===== src/rtl/mul_pkg.sv =====
// ============================================================================
// Module  : mul_pkg
// Brief   : Shared state encoding, widths and operand-extension helper for the
//           iterative radix-4 Booth multiplier sequencer.
// Revision: 1.0 - initial release
// ============================================================================
`default_nettype none

package mul_pkg;

  localparam int MUL_STEPS = 17;
  localparam int MUL_XW    = 66;
  localparam int MUL_OPW   = 32;
  localparam int MUL_YW    = 2 * MUL_STEPS + 1;
  localparam int MUL_CNTW  = 5;

  typedef enum logic [1:0] {
    IDLE = 2'd0,
    BUSY = 2'd1,
    DONE = 2'd2
  } mul_state_e;

  // 33-bit extension: the extra MSB is a sign copy only for signed operations.
  function automatic logic [MUL_OPW:0] mul_ext33(input logic sgn,
                                                 input logic [MUL_OPW-1:0] v);
    return {sgn & v[MUL_OPW-1], v};
  endfunction

endpackage

`default_nettype wire


===== src/rtl/mul_booth_iter_ctrl.sv =====
// ============================================================================
// Module  : mul_booth_iter_ctrl
// Brief   : IDLE/BUSY/DONE sequencer, step counter and (with MUL_EARLY_TERM_EN)
//           detection of a multiplier window whose remaining triplets are zero.
// Revision: 1.0 - initial release
// ============================================================================
`default_nettype none

module mul_booth_iter_ctrl
  import mul_pkg::*;
(
  input  logic              clk,
  input  logic              resetn,
`ifdef MUL_EARLY_TERM_EN
  input  logic [MUL_YW-1:0] y_win,
`endif
  input  logic              in_valid,
  input  logic              cancel,
  input  logic              out_ready,
  output logic              in_ready,
  output logic              out_valid,
  output logic              load,
  output logic              step_en
);

  mul_state_e          state_q, state_d;
  logic [MUL_CNTW-1:0] step_q, step_d;
  logic                last_step;

  assign last_step = (step_q == MUL_CNTW'(MUL_STEPS - 1));

`ifdef MUL_EARLY_TERM_EN
  // Y is shifted arithmetically, so the live window is uniform exactly when
  // the whole register is all-0 or all-1.
  logic y_uniform;
  assign y_uniform = (y_win == '0) || (&y_win);
`endif

  always_ff @(posedge clk or negedge resetn) begin
    if (!resetn) begin
      state_q <= IDLE;
      step_q  <= '0;
    end else begin
      state_q <= state_d;
      step_q  <= step_d;
    end
  end

  always_comb begin
    state_d = state_q;
    step_d  = step_q;
    load    = 1'b0;
    step_en = 1'b0;
    case (state_q)
      IDLE: begin
        if (in_valid && !cancel) begin
          load    = 1'b1;
          state_d = BUSY;
          step_d  = '0;
        end
      end
      BUSY: begin
        if (cancel) begin
          state_d = IDLE;
        end
`ifdef MUL_EARLY_TERM_EN
        else if (y_uniform) begin
          state_d = DONE;
        end
`endif
        else begin
          step_en = 1'b1;
          if (last_step) begin
            state_d = DONE;
          end else begin
            step_d = step_q + MUL_CNTW'(1);
          end
        end
      end
      DONE: begin
        if (cancel || out_ready) begin
          state_d = IDLE;
        end
      end
      default: state_d = IDLE;
    endcase
  end

  assign in_ready  = (state_q == IDLE);
  assign out_valid = (state_q == DONE);

endmodule

`default_nettype wire


===== src/rtl/mul_booth_iter.sv =====
// ============================================================================
// Module  : mul_booth_iter
// Brief   : Iterative radix-4 Booth multiplier sequencer around an external
//           66-bit partial-product cell. Optional macro MUL_EARLY_TERM_EN
//           finishes as soon as the remaining multiplier triplets are zero.
// Revision: 1.0 - initial release
// ============================================================================
`default_nettype none

module mul_booth_iter
  import mul_pkg::*;
(
  input  logic                 clk,
  input  logic                 resetn,
  input  logic                 in_valid,
  output logic                 in_ready,
  input  logic                 in_signed,
  input  logic [MUL_OPW-1:0]   in_src1,
  input  logic [MUL_OPW-1:0]   in_src2,
  input  logic                 cancel,
  output logic                 out_valid,
  input  logic                 out_ready,
  output logic [2*MUL_OPW-1:0] out_result,
  output logic                 bth_y2,
  output logic                 bth_y1,
  output logic                 bth_y0,
  output logic [MUL_XW-1:0]    bth_x,
  input  logic [MUL_XW-1:0]    bth_p,
  input  logic                 bth_c
);

  logic [MUL_XW-1:0] x_q, x_d;
  logic [MUL_YW-1:0] y_q, y_d;
  logic [MUL_XW-1:0] acc_q, acc_d;
  logic [MUL_OPW:0]  a33, b33;
  logic              load;
  logic              step_en;
  logic              acc_hi_unused;

  mul_booth_iter_ctrl u_ctrl (
    .clk       (clk),
    .resetn    (resetn),
`ifdef MUL_EARLY_TERM_EN
    .y_win     (y_q),
`endif
    .in_valid  (in_valid),
    .cancel    (cancel),
    .out_ready (out_ready),
    .in_ready  (in_ready),
    .out_valid (out_valid),
    .load      (load),
    .step_en   (step_en)
  );

  assign a33 = mul_ext33(in_signed, in_src1);
  assign b33 = mul_ext33(in_signed, in_src2);

  always_ff @(posedge clk or negedge resetn) begin
    if (!resetn) begin
      x_q   <= '0;
      y_q   <= '0;
      acc_q <= '0;
    end else begin
      x_q   <= x_d;
      y_q   <= y_d;
      acc_q <= acc_d;
    end
  end

  // Y carries a guard zero at bit 0 so the first triplet is {b1,b0,0}.
  always_comb begin
    x_d   = x_q;
    y_d   = y_q;
    acc_d = acc_q;
    if (load) begin
      x_d   = {{(MUL_XW-MUL_OPW-1){a33[MUL_OPW]}}, a33};
      y_d   = {b33[MUL_OPW], b33, 1'b0};
      acc_d = '0;
    end else if (step_en) begin
      acc_d = acc_q + bth_p + {{(MUL_XW-1){1'b0}}, bth_c};
      x_d   = {x_q[MUL_XW-3:0], 2'b00};
      y_d   = {y_q[MUL_YW-1], y_q[MUL_YW-1], y_q[MUL_YW-1:2]};
    end
  end

  assign bth_y2 = y_q[2];
  assign bth_y1 = y_q[1];
  assign bth_y0 = y_q[0];
  assign bth_x  = x_q;

  // Only the product is exposed; the two top accumulator bits are wrap-around.
  assign out_result    = out_valid ? acc_q[2*MUL_OPW-1:0] : '0;
  assign acc_hi_unused = ^acc_q[MUL_XW-1:2*MUL_OPW];

endmodule

`default_nettype wire


===== config.mk =====
export PLATFORM = sky130hd
export DESIGN_NAME = mul_booth_iter
export DESIGN_NICKNAME = d
export VERILOG_FILES = /design/src/rtl/mul_pkg.sv /design/src/rtl/mul_booth_iter_ctrl.sv /design/src/rtl/mul_booth_iter.sv
export SDC_FILE = /design/constraint.sdc
export NUM_CORES = 1
export LEC_CHECK = 0
export ABC_AREA = 1
export BUFFER_PORTS_ARGS = -buffer_cell sky130_fd_sc_hd__clkbuf_2
export CAP_MARGIN = 25
export CORE_MARGIN = 2
export CORE_UTILIZATION = 25
export CTS_CLUSTER_SIZE = 24
export DETAILED_ROUTE_END_ITERATION = 10
export GPL_TIMING_DRIVEN = 0
export HOLD_SLACK_MARGIN = 0.1
export SLEW_MARGIN = 20
export SYNTH_ARGS = -nofsm -noshare
export SYNTH_HDL_FRONTEND = slang
export SYNTH_SLANG_ARGS = --single-unit

===== constraint.sdc =====
create_clock -name clk -period 3.2 [get_ports clk]
set_clock_uncertainty 0.1 [all_clocks]
set_input_delay 0.16 -clock clk [delete_from_list [all_inputs] [get_ports clk]]
set_output_delay 0.16 -clock clk [all_outputs]
set_load 0.005 [all_outputs]

Word level (Yosys, flattened, before mapping) --
Index checks and enable logic that the tools add are counted.
Storage, ports and cells: bits in registers 174, bits of input ports 137, output and inout port bits 135, word-level logic and storage cells 47
Operators by class: $add $sub $neg 3, equal/unequal tests 8, multiplexer cells 20, bitwise operators 2, reduce and logical (&&, ||, !) cells 8
Operator list (number):
- $mux W66 | 4
- $add A66 B1 Y66 | 1
- $add A66 B66 Y66 | 1
- $mux W64 | 1
- $mux W35 | 1
- $mux W34 | 1
- $mux W5 | 3
- $pmux W5 S2 | 1
- $mux W2 | 4
- $pmux W2 S3 | 1
- $add A5 B1 Y5 const B | 1
- $eq A5 B5 Y1 const B | 1
- $mux W1 | 4
- $ne A2 B1 Y1 const B | 2
- $ne A2 B2 Y1 const B | 2
- $reduce_and A4 Y1 | 1
- $reduce_bool A2 Y1 | 2
- $ne A3 B2 Y1 const B | 1
- $reduce_and A3 Y1 | 1
- $and A1 B1 Y1 | 2
- $eq A2 B1 Y1 const B | 1
- $eq A2 B2 Y1 const B | 1
- $logic_not A2 Y1 | 1
- $logic_and A1 B1 Y1 | 1
- 2 further kinds | 2

Depth between registers and ports, before layout --
depth after elaboration 5, depth in mapped cells 17, mapped depth without buffers 17

Modules after synthesis --
From an unflattened synthesis, not the netlist that was laid out.
Unflattened totals: cells, all modules 2115, area total of the unflattened synthesis 13182.6 sq um
By module, submodules not included:
- mul_booth_iter | times used 1, cells each 2058, area an instance 12703.4 sq um, sequential area each 4129.0 sq um
- mul_booth_iter_ctrl | times used 1, cells each 57, area an instance 479.2 sq um, sequential area each 175.2 sq um

Worst setup path before layout --
Ideal clock, no wire load.
path kind register to register, from reg acc_q[0], to reg acc_q[28], library setup time 0.130 ns, arrival time 1.982 ns, required time 2.970 ns, slack 0.988 ns, stages on the path, launching flop included 14, buffers on the path 0, clock period less this slack 2.212 ns, cells stage by stage dfrtp_1 > inv_1 > fa_1 > inv_1 > fa_1 > nand3_1 > nand3_1 > nand3_1 > nand3_1 > nand2_1 > nand2_1 > or2_2 > nand3_1 > o21ai_0
On the way: longest elaborated chain between the ends 4
Ends and longest elaborated chain:
- start: declaration | line mul_booth_iter.sv:34 | logic [MUL_XW-1:0] acc_q, acc_d;
- start signal: assignment | line mul_booth_iter.sv:62 | acc_q <= '0;
- start signal: assignment | line mul_booth_iter.sv:66 | acc_q <= acc_d;
- $add A66 B66 Y66 | line mul_booth_iter.sv:80 | acc_d = acc_q + bth_p + {{(MUL_XW-1){1'b0}}, bth_c};
- $add A66 B1 Y66 | line mul_booth_iter.sv:80
- $mux W66 | line mul_booth_iter.sv:79 | end else if (step_en) begin
- $mux W66 | line mul_booth_iter.sv:75 | if (load) begin
Every way passes these cells. The select of a mux whose other input is x is not followed. A chain may end at the register's enable or synchronous reset.

Worst setup path after layout --
from reg u_ctrl.state_q[1], to reg acc_q[48]
On the way: longest elaborated chain between the ends 3, elaborated cells between the ends (all ways) 6, classes of those cells 1 x eq/ne; 3 x mux; 2 x reduce/logical
Ends and longest elaborated chain:
- start: declaration | line mul_booth_iter_ctrl.sv:26 | mul_state_e state_q, state_d;
- start signal: assignment | line mul_booth_iter_ctrl.sv:44 | state_q <= state_d;
- $eq A2 B1 Y1 / $logic_not A2 Y1 (equally long branches) | line mul_booth_iter_ctrl.sv:54 | case (state_q)
- $mux W1 | line mul_booth_iter_ctrl.sv:54
- $reduce_bool A2 Y1 (no line) / $mux W66 (equally long branches)
Several ways; a longest one is shown, not always the timed one.

==> results.yml <==
status:
  status: "finished clean"
place:
  dp.cells: 3088
  globalplace.congestion: 0.942
  hpwlAfterDp_mm: 42.3
  io_buffer_count: 269
global_route:
  grt_overflow: 0
  grt_use_total_pct: 19.4
  grt_pass1_wl_mm: 79.1
  grt_max_degree: 80
  antenna_found_initial: 2
  grt_pass1_vias: 14000
floorplan:
  pin_count: 272
  dieWidth_um: 232
  die_area_um2: 54000
  floorplan.initialDensity_pct: 25.4
  rows: 83
  die_y_um: 232
  core_area_um2: 51400
setup_path:
  slowest_delay_ns: 0.79
  reg2reg_from: "u_ctrl.state_q[1]"
  rrSetupSlack_ns: 0.27
  path_class: "reg -> reg"
  required_ns: 3.51
  crit_chain: "inv_1, nand2_1, nor2_2, clkbuf_2, clkdlybuf4s15_1, nand3_1, nand2_1"
  cp_data_arrival_time_ns: 3.24
  crit_path_start: "u_ctrl.state_q[1]"
  cp_max_fo: 10
  crit_top_cell: "nand2_1"
  endpoint: "acc_q[48]"
  rr_worst_depth: 7
  crit_path_start_kind: "flip-flop"
  end_kind: "flip-flop"
  critPathSlowestCell: "clkdlybuf4s15_1"
  rr_endpoint: "acc_q[48]"
final_layout:
  nFillCells: 5789
  area_growth_pct: 30.4
  ff_latch_area_um2: 4300
  multi_input_area_um2: 6840
  final_nets: 2739
  num_antenna_cells: 0
  final_core_util_pct: 33.1
  stdcell_count: 3229
  drive_gt1_share_pct: 12.3
  mostFrequentLayoutCell: "nand2_1"
  most-common-layout-cells: "806 x nand2_1, 450 x inv_1, 269 x clkbuf_2, 185 x nor2_1, 172 x dfrtp_1"
timing:
  setup_viol: 0
  finalHoldViolations: 0
  fmax_mhz: 341
  slew-limit-headroom_pct: 37.3
  fin_crit_ns: 2.93
  final_max_slew_viol_count: 0
  final.period_utilization_pct: 91.6
  worstMarginPinSlew_ns: 0.941
  rsz0062_at_grt: "false"
clocking:
  clock_sinks: 172
  clk_pin_slew_ns: 0.08
  clockBufferDepth: 2
  cts_root_buf: "clkbuf_16"
  post_cts_buffers: 0
  cts_tree: "done"
  cts-buffers-inserted: 17
  clock_latency_ns: 0.49
  htreeDepth: 4
power_and_ir_drop:
  power_density_nw_per_um2: 725
  cellLeakagePower_nw: 9.60
  ir_drop_mv: 0.413
yosys:
  syn-instance-count: 2136
  synthesis.nets: 2339
  yosys_warnings: 0
  synth_top_family_by_area: "simple AND/OR/NAND/NOR gates"
  synth.mux.area_fraction_pct: 0
  synth-seq-cells: 172
  synth_xor_area_share_pct: 0.201
  netlist_area_um2: 13000
  synth-seq-area-share_pct: 33.0
  synthSimpleGateAreaFrac_pct: 36.0
  avgSynthCellArea_um2: 6.11
  synth_cell_types: 29
  synth_compound_area_share_pct: 9.72
  yosys.area_share.adder_pct: 6.44
min_path:
  hold_class: "in -> reg"
route:
  vias: 14300
  ant_nets: 0
  first_pass_iters: 6
  viasPerCell: 4.42
  drt_iter0_drc: 886
  routed-wl-met2_mm: 23.7
  drc: 0
  wl_met3_mm: 3.32
  highest_layer: "met5"
  wl_met1_mm: 23.0
  wl_mm: 51.7
  avgRoutedWirePerCell_um: 16.0
job:
  max-cap-violations: 0
==> synth_stat cells (all sizes together) <==
cell type | count | area share [%]
clkbuf | 48 | 1.4
nand2 | 806 | 23
o21a | 1 | 0.058
o22ai | 11 | 0.53
nor2 | 186 | 5.4
o21bai | 2 | 0.12
a21oi | 64 | 2.5
o311ai | 4 | 0.27
a21boi | 3 | 0.17
buf | 8 | 0.23
o221ai | 26 | 1.7
ha | 64 | 6.1
o211ai | 34 | 2.0
or2 | 4 | 0.19
nand4 | 7 | 0.34
xor2 | 2 | 0.13
a22o | 1 | 0.067
dfrtp | 172 | 33
a22oi | 1 | 0.058
xnor2 | 1 | 0.067
nor3 | 19 | 0.73
inv | 452 | 13
o21ai | 60 | 2.3
nor4 | 3 | 0.26
and2 | 3 | 0.14
nand3 | 152 | 5.8
fa | 2 | 0.31
==> power breakdown <==
| part | switching, W | internal, W | total [W] |
|---|---|---|---|
| clock network | 0.00112 | 0.00104 | 0.00215 |
| logic | 0.00434 | 0.00224 | 0.00658 |
| registers | 0.000580 | 0.00301 | 0.00359 |
==> kinds of logic (layout without fill, tap and decap cells) <==
group                      after synthesis  count (layout)
buffers and inverters                  508             921
DFF                                    172             172
AOI/OAI and AO/OA                      207             207
xor gates and xnor gates                 3               3
and+or+nand+nor                       1180            1180
adders and majority gates               66              66
==> flip-flops by register name (all words and copies together) (netlist names) <==
name and cells:
acc_q 64, bth_x 66, u_ctrl.step_q 5, y_q 35, u_ctrl.state_q 2
==> layout make-up <==
cell class              instances  share of cell area (%)
multi-input cells            1456                    40.2
repair buffers                381                    14.8
inverters                     452                    9.98
well taps                     680                    5.00
clock buffers                  17                    2.50
flip-flops and latches        172                    25.3
clock inverters                15                   0.890
plain buffers                  56                    1.28
==> metal layers <==
layer | track usage, % | vias up
met3 | 4.39 | 76
met5 | 0 | -
li1 | - | 7367
met1 | 24.7 | 6404
met2 | 31.9 | 419
met4 | 7.72 | 4
==> worst max-delay path: cells and delay by family, from the launching register on <==
family / cells / cell delay, ns
DFF: 1 / 0.43
and+or+nand+nor: 4 / 0.90
buffers and inverters: 3 / 1.41
==> timing repair <==
action | CTS | global route
gates resized for setup | 1 | 2
setup endpoints to repair | 10 | 4
hold endpoints to repair | 277 | 0
hold buffers | 109 | 0
==> worst min path at each step <==
| stage | from | endpoint | slack [ns] | cells past startpoint |
|---|---|---|---|---|
| after CTS | bth_p[30] | acc_q[30] | 0.10 | 4 |
| final | cancel | u_ctrl.state_q[1] | 0.11 | 5 |
| after detailed placement | resetn | bth_x[48] | -0.03 | 1 |
| after floorplan | resetn | acc_q[0] | -0.24 | 0 |
| after global placement | in_src2[1] | y_q[2] | 0.27 | 3 |
| after global routing | cancel | u_ctrl.state_q[1] | 0.16 | 5 |
==> through the flow <==
| step | setup TNS (ns) | setup WS, ns | cell area, um2 | power, W | hold WS [ns] |
|---|---|---|---|---|---|
| 2_1_floorplan | 0 | 0.988 | 13000 | 0.00777 | -0.236 |
| 3_3_place_gp | -291.53 | -1.71 | 15200 | 0.0100 | 0.266 |
| 3_5_place_dp | -1.38 | -0.268 | 15300 | 0.0100 | -0.0282 |
| 4_1_cts | 0 | 0.0226 | 17000 | 0.0124 | 0.100 |
| 5_1_grt | 0 | 0.0298 | 17000 | 0.0135 | 0.157 |
| 6_report | 0 | 0.267 | 17000 | 0.0123 | 0.105 |
(Power assumes the default switching activity.)
